### src/rtl/img_src_tx.sv
// img_src_tx: source-side transmitter for one arbiter slave port.
// Fetches cmd_len words from pixel memory through a 2-entry prefetch FIFO
// and streams them to the arbiter with a valid/ready handshake.
module img_src_tx #(
  parameter int DW = 32,
  parameter int AW = 12,
  parameter int LW = 16
) (
  input  logic          clk,
  input  logic          rst,
  input  logic          cmd_start,
  input  logic [1:0]    cmd_mode,
  input  logic [AW-1:0] cmd_base,
  input  logic [LW-1:0] cmd_len,
  output logic          busy,
  output logic          done,
  output logic          cmd_err,
  output logic          rd_en,
  output logic [AW-1:0] rd_addr,
  input  logic [DW-1:0] rd_data,
  output logic [1:0]    slv_mode,
  output logic          slv_data_valid,
  output logic [DW-1:0] slv_data,
  output logic          slv_proc_valid,
  input  logic          slv_ready,
  input  logic          mstr_cmplt
);

  typedef enum logic [1:0] {IDLE, STREAM, WAIT_CMPLT} state_t;

  state_t        state_q, state_d;
  logic [1:0]    mode_q;
  logic [AW-1:0] base_q;
  logic [LW-1:0] len_q;
  logic [LW-1:0] fetched;
  logic [LW-1:0] sent;
  logic [DW-1:0] fifo_mem [2];
  logic          rp, wp;
  logic [1:0]    occ;
  logic          rd_pend;

  logic          cmd_ok;
  logic          head_valid;
  logic          xfer;
  logic          last_word;
  logic [2:0]    fill;
  logic          fetch_ok;

  assign cmd_ok     = (cmd_mode != 2'd0) && (cmd_len != '0);
  assign head_valid = (state_q == STREAM) && (occ != 2'd0);
  assign xfer       = head_valid && slv_ready;
  assign last_word  = (sent == len_q - LW'(1));
  // Occupancy counts a word leaving this cycle as already gone, so a new
  // read can be issued every cycle while the arbiter keeps accepting.
  assign fill       = {1'b0, occ} + {2'b0, rd_pend} - {2'b0, xfer};
  assign fetch_ok   = (state_q == STREAM) && (fetched < len_q) && (fill < 3'd2);

  // State register
  always_ff @(posedge clk or posedge rst) begin
    if (rst) state_q <= IDLE;
    else     state_q <= state_d;
  end

  // Next-state logic
  always_comb begin
    state_d = state_q;
    case (state_q)
      IDLE:       if (cmd_start && cmd_ok) state_d = STREAM;
      STREAM:     if (xfer && last_word)   state_d = WAIT_CMPLT;
      WAIT_CMPLT: if (mstr_cmplt)          state_d = IDLE;
      default:    state_d = IDLE;
    endcase
  end

  // Outputs decoded from state and FIFO head
  always_comb begin
    busy           = (state_q != IDLE);
    rd_en          = fetch_ok;
    rd_addr        = fetch_ok ? (base_q + fetched[AW-1:0]) : '0;
    slv_mode       = (state_q == STREAM) ? mode_q : 2'd0;
    slv_data_valid = head_valid;
    slv_data       = head_valid ? fifo_mem[rp] : '0;
    slv_proc_valid = head_valid && last_word;
  end

  // Job registers, prefetch FIFO, counters and status pulses
  always_ff @(posedge clk or posedge rst) begin
    if (rst) begin
      mode_q      <= '0;
      base_q      <= '0;
      len_q       <= '0;
      fetched     <= '0;
      sent        <= '0;
      fifo_mem[0] <= '0;
      fifo_mem[1] <= '0;
      rp          <= 1'b0;
      wp          <= 1'b0;
      occ         <= '0;
      rd_pend     <= 1'b0;
      done        <= 1'b0;
      cmd_err     <= 1'b0;
    end else begin
      done    <= (state_q == WAIT_CMPLT) && mstr_cmplt;
      cmd_err <= (state_q == IDLE) && cmd_start && !cmd_ok;
      if ((state_q == IDLE) && cmd_start && cmd_ok) begin
        mode_q  <= cmd_mode;
        base_q  <= cmd_base;
        len_q   <= cmd_len;
        fetched <= '0;
        sent    <= '0;
        rp      <= 1'b0;
        wp      <= 1'b0;
        occ     <= '0;
        rd_pend <= 1'b0;
      end else if (state_q == STREAM) begin
        rd_pend <= fetch_ok;
        if (fetch_ok) fetched <= fetched + LW'(1);
        if (rd_pend) begin
          fifo_mem[wp] <= rd_data;
          wp           <= ~wp;
        end
        if (xfer) begin
          rp   <= ~rp;
          sent <= sent + LW'(1);
        end
        occ <= occ + {1'b0, rd_pend} - {1'b0, xfer};
      end
    end
  end

endmodule

### config.mk
export PLATFORM = sky130hd
export DESIGN_NAME = img_src_tx
export DESIGN_NICKNAME = d
export VERILOG_FILES = /design/src/rtl/img_src_tx.sv
export SDC_FILE = /design/constraint.sdc
export NUM_CORES = 1
export LEC_CHECK = 0
export ABC_AREA = 1
export CORE_MARGIN = 4
export CORE_UTILIZATION = 43
export CTS_BUF_LIST = sky130_fd_sc_hd__clkbuf_4 sky130_fd_sc_hd__clkbuf_8
export DETAILED_ROUTE_END_ITERATION = 12
export PLACE_DENSITY_LB_ADDON = 0.3
export SYNTH_ARGS = -nofsm -noshare
export SYNTH_HDL_FRONTEND = slang
export SYNTH_SLANG_ARGS = --single-unit
### constraint.sdc
create_clock -name clk -period 4.6 [get_ports clk]
set_input_delay 0.46 -clock clk [delete_from_list [all_inputs] [get_ports clk]]
set_output_delay 0.46 -clock clk [all_outputs]
set_load 0.005 [all_outputs]
==> impl_metrics.yaml, run 1 <==
logic_synthesis:
  yosys-top-cells-area: "dfrtp_1, nand2_1, o21ai_0, inv_1, ha_1"
  synth.avg_cell_area_sq_um: 7.46
  synthCells: 1068
  synth-seq-cells: 135
  ys_warn_count: 0
  synthDistinctLibCells: 37
  syn-num-nets: 1168
  yosysSeqAreaShare_pct: 42.4
  yosysTopAreaCell: "dfrtp_1"
  synth.cell_area_sq_um: 7970
  synth_top_cell_area_share_pct: 42.4
cts:
  htree_num_levels: 4
  cts_resized: 0
  clock_path_buffers: 2
  cts_tree: "yes"
  clk_pin_slew_ns: 0.08
  clock_latency_ns: 0.46
  cts_inserted_buffers: 17
  clock-sinks: 135
  cts_setup_buffers: 0
  cts_hold_buf: 0
  clockRootBuffer: "clkbuf_8"
timing:
  finClkSkew_ns: 0.0135
  maxSlewViolCount: 0
  min_period_ns: 4.24
  setup_viol: 0
  relSlewSlack_pct: 25.5
  worstMarginPinSlew_ns: 1.12
  finalSetupTns_ns: 0
  whs_ns: 0.437
  hold_viol: 0
  fmax_mhz: 236
  rsz0062_at_grt: "false"
  post-route-period-util_pct: 92.1
worst_setup_path:
  critPathTopFamily: "buffers and inverters"
  arrival_ns: 3.78
  cpMaxStageDelayCell: "clkdlybuf4s50_1"
  cp-start-kind: "flip-flop"
  worst-path-max-fanout: 22
  crit_type: "flip-flop to output pin"
  cpPeakStageDelay_ns: 0.51
  crit_buf_inv: 5
  rrSetupSlack_ns: 1.63
  worstSetupEndpointType: "output pin"
  path_cells: "nor2_4 -> inv_2 -> a21oi_4 -> nand2_2 -> clkinv_2 -> ha_1 -> inv_1 -> ha_1 -> fa_1 -> nor2_1 -> nand4_4 -> buf_4 -> nor2_1 -> clkdlybuf4s50_1"
  required_ns: 4.14
global_route:
  track_usage_pct: 19.7
  grt_pass1_vias: 6718
  grt_pass1_wl_mm: 32.8
  grt_max_degree: 113
  antenna_found_initial: 1
  globalRouteOverflowTotal: 0
routing:
  dr.pass1.iters: 5
  drc: 0
  wl_per_cell_um: 14.0
  ant_nets: 0
  drt_iter0_markers: 493
  drt-total-wl_mm: 19.8
  viasPerCell: 4.98
  vias: 7037
power_and_ir_drop:
  worst_ir_drop_vdd_mv: 0.350
  powerDensity_nw_per_um2: 622
  p_leak_uw: 0.00479
outcome:
  outcome: "completed"
floorplanning:
  dieWidth_um: 144
  core_area_sq_um: 18100
  rows: 49
  io_pins: 119
  die-height_um: 144
  initial_utilization_pct: 44.1
  dieArea_sq_um: 20800
finish:
  drive_gt1_share_pct: 5.41
  fillers: 1745
  diodes: 0
  nets: 1271
  syn_to_final_growth_pct: 22.0
job:
  drv_cap: 0
placed_design:
  place.gp.congestion: 0.863
  dp_hpwl_mm: 13.8
  port_buffers: 118
worst_hold_path:
  min_path_type: "flip-flop to flip-flop"
-- path summary, 6_finish.rpt --
| path | start | to | depth (start not counted) |
|---|---|---|---|
| min | state_q[0] | done | 1 |
| max reg2reg | state_q[1] | fetched[13] | 14 |
| max | state_q[1] | rd_addr[10] | 14 |
| min in group asynchronous | rst | base_q[9] | 2 |
| min reg2reg | state_q[0] | done | 1 |
| max in group asynchronous | rst | fifo_mem[47] | 3 |
-- layout by cell type, fill, tap and decap left out, drive strengths merged --
master | synthesis | layout
a21o | 2 | 2
nand3 | 64 | 64
a21boi | 2 | 2
a211oi | 1 | 1
buf | 17 | 6
clkdlybuf4s50 | 0 | 118
fa | 2 | 2
nor4 | 11 | 11
bufinv | 0 | 2
a21oi | 46 | 46
dfrtp | 135 | 135
clkbuf | 23 | 17
nand4 | 9 | 9
inv | 131 | 141
clkinv | 1 | 4
xnor2 | 14 | 14
ha | 31 | 31
nor3b | 1 | 1
nand2 | 348 | 348
nand3b | 5 | 5
nor2 | 72 | 72
o21ai | 99 | 99
o21bai | 1 | 1
a31oi | 3 | 3
nor3 | 17 | 17
xor2 | 33 | 33
-- routing by layer --
layer | vias up | global-route usage, % | wire length [um]
met1 | 3258 | 27.4 | 9320
li1 | 3595 | - | -
met5 | - | 0 | 8
met3 | 10 | 6.18 | 1400
met4 | 2 | 3.91 | 156
met2 | 172 | 30.5 | 8880
-- power by group --
part	internal, uW	switching (uW)	total, uW
clock network	518	568	1090
registers	1660	354	2020
logic	1280	1670	2940
total	3460	2590	6050
-- cells by family after synthesis --
| kind of cell | count (synthesis) | synth area share (%) |
|---|---|---|
| compound gates | 154 | 10.1 |
| xor+xnor | 47 | 5.17 |
| fa+ha+maj | 33 | 5.37 |
| buf+inv | 172 | 8.90 |
| flops | 135 | 42.4 |
| simple gates | 527 | 28.1 |
-- flip-flops by register name, summed over array words and instances, names as in the netlist --
name      cells
base_q       12
cmd_err       1
done          1
fetched      16
fifo_mem     64
len_q        16
mode_q        2
occ           2
rd_pend       1
rp            1
sent         16
state_q       2
wp            1
-- Yosys cell counts --
| cell | instances |
|---|---|
| a211oi_1 | 1 |
| a21boi_0 | 1 |
| a21boi_2 | 1 |
| a21o_1 | 2 |
| a21oi_1 | 45 |
| a21oi_4 | 1 |
| a31oi_1 | 3 |
| buf_2 | 8 |
| buf_4 | 4 |
| buf_6 | 5 |
| clkbuf_1 | 23 |
| clkinv_2 | 1 |
| dfrtp_1 | 135 |
| fa_1 | 2 |
| ha_1 | 31 |
| inv_1 | 127 |
| inv_2 | 4 |
| nand2_1 | 346 |
| nand2_2 | 2 |
| nand3_1 | 64 |
| nand3b_1 | 5 |
| nand4_1 | 8 |
| nand4_2 | 1 |
| nor2_1 | 66 |
| nor2_2 | 4 |
| nor2_4 | 2 |
| nor3_1 | 14 |
| nor3_2 | 3 |
| nor3b_2 | 1 |
| nor4_1 | 8 |
| nor4_2 | 2 |
| nor4_4 | 1 |
| o21ai_0 | 96 |
| o21ai_1 | 3 |
| o21bai_1 | 1 |
| xnor2_1 | 14 |
| xor2_1 | 33 |
-- per-stage QoR --
stage	utilization, %	total power, uW	cells	cell area [sq um]	worst slack [ns]
final	53.8	6050	1413	9720	0.363
after global routing	53.8	6630	1413	9720	0.0264
after CTS	53.7	6110	1413	9720	0.213
after detailed placement	51.3	4980	1381	9280	0.508
after global placement	51.3	4900	1381	9280	0.549
after floorplan	-	3900	1068	7970	0.529
-- area by class of cell --
type / instances / area (sq um) / share of cell area, %
Clock buffer: 17 / 234 / 2.41
Clock inverter: 15 / 204 / 2.10
Inverter: 132 / 502 / 5.16
Multi-Input combinational cell: 761 / 3890 / 40.0
Sequential cell: 135 / 3380 / 34.7
Tap cell: 229 / 287 / 2.95
Timing Repair Buffer: 124 / 1230 / 12.6
No activity file was read; power rests on OpenSTA's default activity.
==> run 2, diff against run 1 <==
RECOVER_POWER = 100   (was unset)
==> impl_metrics.yaml, run 2 (synthesis results as in run 1) <==
worst_setup_path:
  arrival_ns: 3.80
  worstSetupEndpointType: "output pin"
  r2r_end: "fetched[15]"
  cpMaxStageDelayCell: "dlygate4sd3_1"
  worst-path-max-fanout: 22
  crit_type: "flip-flop to output pin"
  required_ns: 4.14
  r2r-start: "state_q[1]"
  crit_buf_inv: 5
  cp-start-kind: "flip-flop"
  path_cells: "nor2_4 -> inv_2 -> a21oi_4 -> nand2_2 -> clkinv_2 -> ha_1 -> inv_1 -> ha_1 -> fa_1 -> nor2_1 -> nand4_4 -> buf_4 -> nor2_1 -> dlygate4sd3_1"
  crit_start: "state_q[1]"
  rrSetupSlack_ns: 1.65
  rr_worst_depth: 14
  cpPeakStageDelay_ns: 0.57
  critPathTopFamily: "buffers and inverters"
timing:
  rsz0062_at_grt: "false"
  setup_ws_ns: 0.343
  hold_viol: 0
  worstMarginPinSlew_ns: 2.43
  maxSlewViolCount: 244
  fmax_mhz: 235
  post-route-period-util_pct: 92.5
  finalSetupTns_ns: 0
  finClkSkew_ns: 0.0119
  setup_viol: 0
  min_period_ns: 4.26
  relSlewSlack_pct: -62.0
power_and_ir_drop:
  power.switching_uw: 2570
  p_seq_share_pct: 34.0
  p_int_uw: 3370
  p_clk_share_pct: 18.3
  worst_ir_drop_vdd_mv: 0.334
  p_comb_share_pct: 47.7
  swShare_pct: 43.2
  p_leak_uw: 0.00487
  powerDensity_nw_per_um2: 613
routing:
  vias: 7061
  viasPerCell: 5.00
  dr.pass1.iters: 5
  drt_iter0_markers: 508
  ant_nets: 0
  drt-total-wl_mm: 19.8
  wl_per_cell_um: 14.0
  drc: 0
cts:
  clock_path_buffers: 2
  clk_pin_slew_ns: 0.08
  clock-sinks: 135
  htree_num_levels: 4
  cts_hold_buf: 0
  cts_inserted_buffers: 17
  cts_tree: "yes"
  cts_setup_buffers: 0
  clockRootBuffer: "clkbuf_8"
  clock_latency_ns: 0.46
outcome:
  violations: "max-capacitance violations, max-slew violations"
  outcome: "complete, but fails checks"
worst_hold_path:
  min_path_type: "flip-flop to flip-flop"
  hold_end: "done"
  hp-start: "state_q[0]"
  min_path_cells: 1
floorplanning:
  io_pins: 119
  initial_utilization_pct: 44.1
  core_area_sq_um: 18100
  rows: 49
  dieArea_sq_um: 20800
  die-height_um: 144
  dieWidth_um: 144
global_route:
  grt_max_degree: 113
  track_usage_pct: 19.7
  antenna_found_initial: 1
  globalRouteOverflowTotal: 0
  grt_pass1_vias: 6718
  grt_pass1_wl_mm: 32.8
finish:
  nets: 1271
  fillers: 1755
  final_area_sq_um: 9690
  stdcell_count: 1413
  finish.utilization_pct: 53.6
  diodes: 0
  regArea_sq_um: 3380
  syn_to_final_growth_pct: 21.7
  mostFrequentLayoutCells: "nand2_1, dfrtp_1, inv_1, o21ai_0, clkdlybuf4s50_1"
  top_register: "fifo_mem"
  final_common_cell: "nand2_1"
  multiInputGateArea_sq_um: 3870
  drive_gt1_share_pct: 4.56
  largest_reg_flops: 64
job:
  drv_cap: 3
placed_design:
  port_buffers: 118
  dp_hpwl_mm: 13.8
  place.gp.congestion: 0.863
  dp.cells: 1381
  placed_area_sq_um: 9280
  pre_cts_slack_ns: 0.508
[run 2: layout make-up]
type	count	share of cell area (%)
clock inverter	15	2.10
clock buffer	17	2.41
inverter	132	5.16
multi-input combinational	761	39.9
timing repair buffer	124	12.6
tap	229	2.96
sequential	135	34.9
[run 2: worst max-delay path by stage]
| stage | to | slack, ns | cells past startpoint |
|---|---|---|---|
| floorplan | base_q[0] | 0.53 | 1 |
| global placement | rd_addr[10] | 0.55 | 13 |
| detailed placement | rd_addr[3] | 0.51 | 13 |
| CTS | rd_addr[3] | 0.21 | 16 |
| global route | rd_addr[4] | 0.03 | 15 |
| finish | rd_addr[4] | 0.34 | 14 |
[run 2: stage by stage]
step | total power, uW | hold slack (ns)
final | 5940 | 0.437
after global routing | 6530 | 0.473
after CTS | 6110 | 0.442
after detailed placement | 4980 | 0.430
after global placement | 4900 | 0.419
after floorplan | 3900 | 0.409
[run 2: power groups by stage]
| stage | Combinational [uW] | Sequential [uW] | Clock, uW |
|---|---|---|---|
| floorplan | 1980 | 1930 | 0 |
| global placement | 2890 | 2010 | 0 |
| detailed placement | 2940 | 2030 | 0 |
| CTS | 2970 | 2020 | 1120 |
| global route | 3270 | 2090 | 1170 |
| finish | 2840 | 2020 | 1090 |
[run 2: metal layers]
| metal | GRT usage (%) | wire length [um] |
|---|---|---|
| met1 | 27.4 | 9310 |
| met2 | 30.5 | 8900 |
| met3 | 6.18 | 1420 |
| met4 | 3.91 | 155 |
| met5 | 0 | 8 |
[run 2: repair_timing]
item | 4_1_cts | 5_1_grt
gates resized for setup | 0 | 1
endpoints found under the setup margin | 0 | 10
hold endpoints to repair | 0 | 0
[run 2: worst reg2reg max path, stage by stage, from the launching register on]
cell and delay (ns):
dfrtp_1 0.42, nor2_4 0.19, inv_2 0.10, a21oi_4 0.16, nand2_2 0.13, clkinv_2 0.07, ha_1 0.21, inv_1 0.07
ha_1 0.15, fa_1 0.43, nor2_1 0.20, nand4_4 0.24, inv_2 0.33, nand2_1 0.10, nand2_1 0.08
==> run 3, diff against run 2 <==
CTS_CLUSTER_SIZE = 28   (was unset)
PLACE_DENSITY = 0.77   (was unset)
PLACE_DENSITY_LB_ADDON = unset   (was 0.3)
==> impl_metrics.yaml, run 3 (synthesis results as in run 1) <==
worst_setup_path:
  crit_type: "flip-flop to output pin"
  path_cells: "nor2_4 -> inv_2 -> a21oi_4 -> nand2_2 -> clkinv_2 -> ha_1 -> inv_1 -> ha_1 -> fa_1 -> nor2_1 -> nand4_4 -> buf_4 -> nor2_1 -> clkdlybuf4s50_1"
  arrival_ns: 3.79
  cpMaxStageDelayCell: "clkdlybuf4s50_1"
  r2r-start: "state_q[1]"
  required_ns: 4.14
  rrSetupSlack_ns: 1.21
  cpPeakStageDelay_ns: 0.50
  worstSetupEndpointType: "output pin"
  worst-path-max-fanout: 15
  cp-start-kind: "flip-flop"
  rr_worst_depth: 9
  r2r_end: "sent[12]"
finish:
  drive_gt1_share_pct: 4.72
  stdcell_count: 1416
  finish.utilization_pct: 53.6
  final_common_cell: "nand2_1"
  syn_to_final_growth_pct: 21.8
  final_area_sq_um: 9700
  nets: 1274
  mostFrequentLayoutCells: "nand2_1, dfrtp_1, inv_1, o21ai_0, clkdlybuf4s50_1"
  largest_reg_flops: 64
  diodes: 0
  top_register: "fifo_mem"
floorplanning:
  core_area_sq_um: 18100
  initial_utilization_pct: 44.1
  dieWidth_um: 144
  rows: 49
  io_pins: 119
  die-height_um: 144
  dieArea_sq_um: 20800
cts:
  clk_pin_slew_ns: 0.10
  clock_path_buffers: 2
  clock-sinks: 135
  cts_setup_buffers: 0
  clockRootBuffer: "clkbuf_8"
  cts_inserted_buffers: 17
  clock_latency_ns: 0.47
  htree_num_levels: 4
  cts_tree: "yes"
placed_design:
  port_buffers: 118
  dp_hpwl_mm: 14.3
  place.gp.congestion: 0.943
  placed_area_sq_um: 9300
  dp.cells: 1384
routing:
  viasPerCell: 5.06
  ant_nets: 0
  vias: 7171
  drt-total-wl_mm: 20.1
  drt_iter0_markers: 508
  wl_per_cell_um: 14.2
  dr.pass1.iters: 5
  drc: 0
timing:
  finClkSkew_ns: 0.0136
  post-route-period-util_pct: 92.5
  worstMarginPinSlew_ns: 2.79
  whs_ns: 0.430
  setup_viol: 0
  fmax_mhz: 235
  hold_viol: 0
  finalSetupTns_ns: 0
  maxSlewViolCount: 246
  rsz0062_at_grt: "false"
  relSlewSlack_pct: -85.8
  min_period_ns: 4.25
power_and_ir_drop:
  p_leak_uw: 0.00487
  p_comb_share_pct: 48.3
  p_clk_share_pct: 17.7
  powerDensity_nw_per_um2: 617
  p_seq_share_pct: 34.0
  worst_ir_drop_vdd_mv: 0.341
  power.switching_uw: 2640
  swShare_pct: 44.1
  p_int_uw: 3350
worst_hold_path:
  min_path_cells: 1
  hold_end: "done"
  hp-start: "state_q[0]"
  min_path_type: "flip-flop to flip-flop"
global_route:
  grt_pass1_vias: 6610
  grt_pass1_wl_mm: 32.4
  track_usage_pct: 19.5
  antenna_found_initial: 1
  globalRouteOverflowTotal: 0
  grt_max_degree: 73
outcome:
  violations: "max-capacitance violations, max-slew violations"
  outcome: "complete, but fails checks"
job:
  drv_cap: 4
run 3: cell types whose count changed in the layout (fill, tap and decap cells not counted), sizes merged:
cell,change
clkinv,+1
bufinv,-1
dlygate4sd3,-1
clkdlybuf4s50,+1
clkbuf,+3
run 3: cell type report:
| class | count | area (sq um) |
|---|---|---|
| clock buffer | 17 | 234 |
| clock inverter | 15 | 196 |
| fill | 1692 | 8380 |
| inverter | 132 | 497 |
| multi-input combinational | 761 | 3880 |
| sequential | 135 | 3380 |
| tap | 229 | 287 |
| timing repair buffer | 127 | 1230 |
run 3: repair_timing:
action / CTS / global route
setup endpoints to repair: 0 / 8
hold buffers: 0 / 0
resized for setup: 0 / 1
run 3: worst max path at each step:
stage,start,endpoint,slack [ns],depth (start not counted)
after floorplan,rst,base_q[0],0.53,1
after global placement,slv_ready,rd_addr[10],0.66,13
after global routing,state_q[0],rd_addr[5],0.03,15
after detailed placement,slv_ready,rd_addr[10],0.60,13
after CTS,state_q[1],rd_addr[10],0.21,14
final,state_q[1],rd_addr[10],0.35,14
run 3: per-layer routing:
| layer | share of wire [%] | routed length, um | vias up | GRT usage (%) |
|---|---|---|---|---|
| li1 | - | - | 3601 | - |
| met1 | 46 | 9350 | 3321 | 27.1 |
| met3 | 7.4 | 1500 | 24 | 5.82 |
| met5 | 0.065 | 13 | - | 0 |
| met2 | 45 | 9010 | 223 | 30.0 |
| met4 | 1.3 | 263 | 2 | 4.86 |
run 3: through the flow:
| stage | total power, uW | setup slack, ns |
|---|---|---|
| detailed placement | 5020 | 0.603 |
| global route | 6510 | 0.0326 |
| CTS | 6100 | 0.215 |
| floorplan | 3900 | 0.529 |
| finish | 5990 | 0.346 |
| global placement | 4920 | 0.661 |
run 3: worst max-delay path: cells and delay by family (launching register included):
family,cells,cell delay [ns]
buf+inv,5,1.01
simple gates,5,0.91
fa+ha+maj,3,0.80
flops,1,0.43
compound gates,1,0.17
run 3: power by group through the flow:
stage | Combinational, uW | Clock [uW] | Sequential, uW
floorplan | 1980 | 0 | 1930
global placement | 2900 | 0 | 2020
detailed placement | 2970 | 0 | 2040
CTS | 2990 | 1080 | 2030
global route | 3300 | 1120 | 2090
finish | 2900 | 1060 | 2040
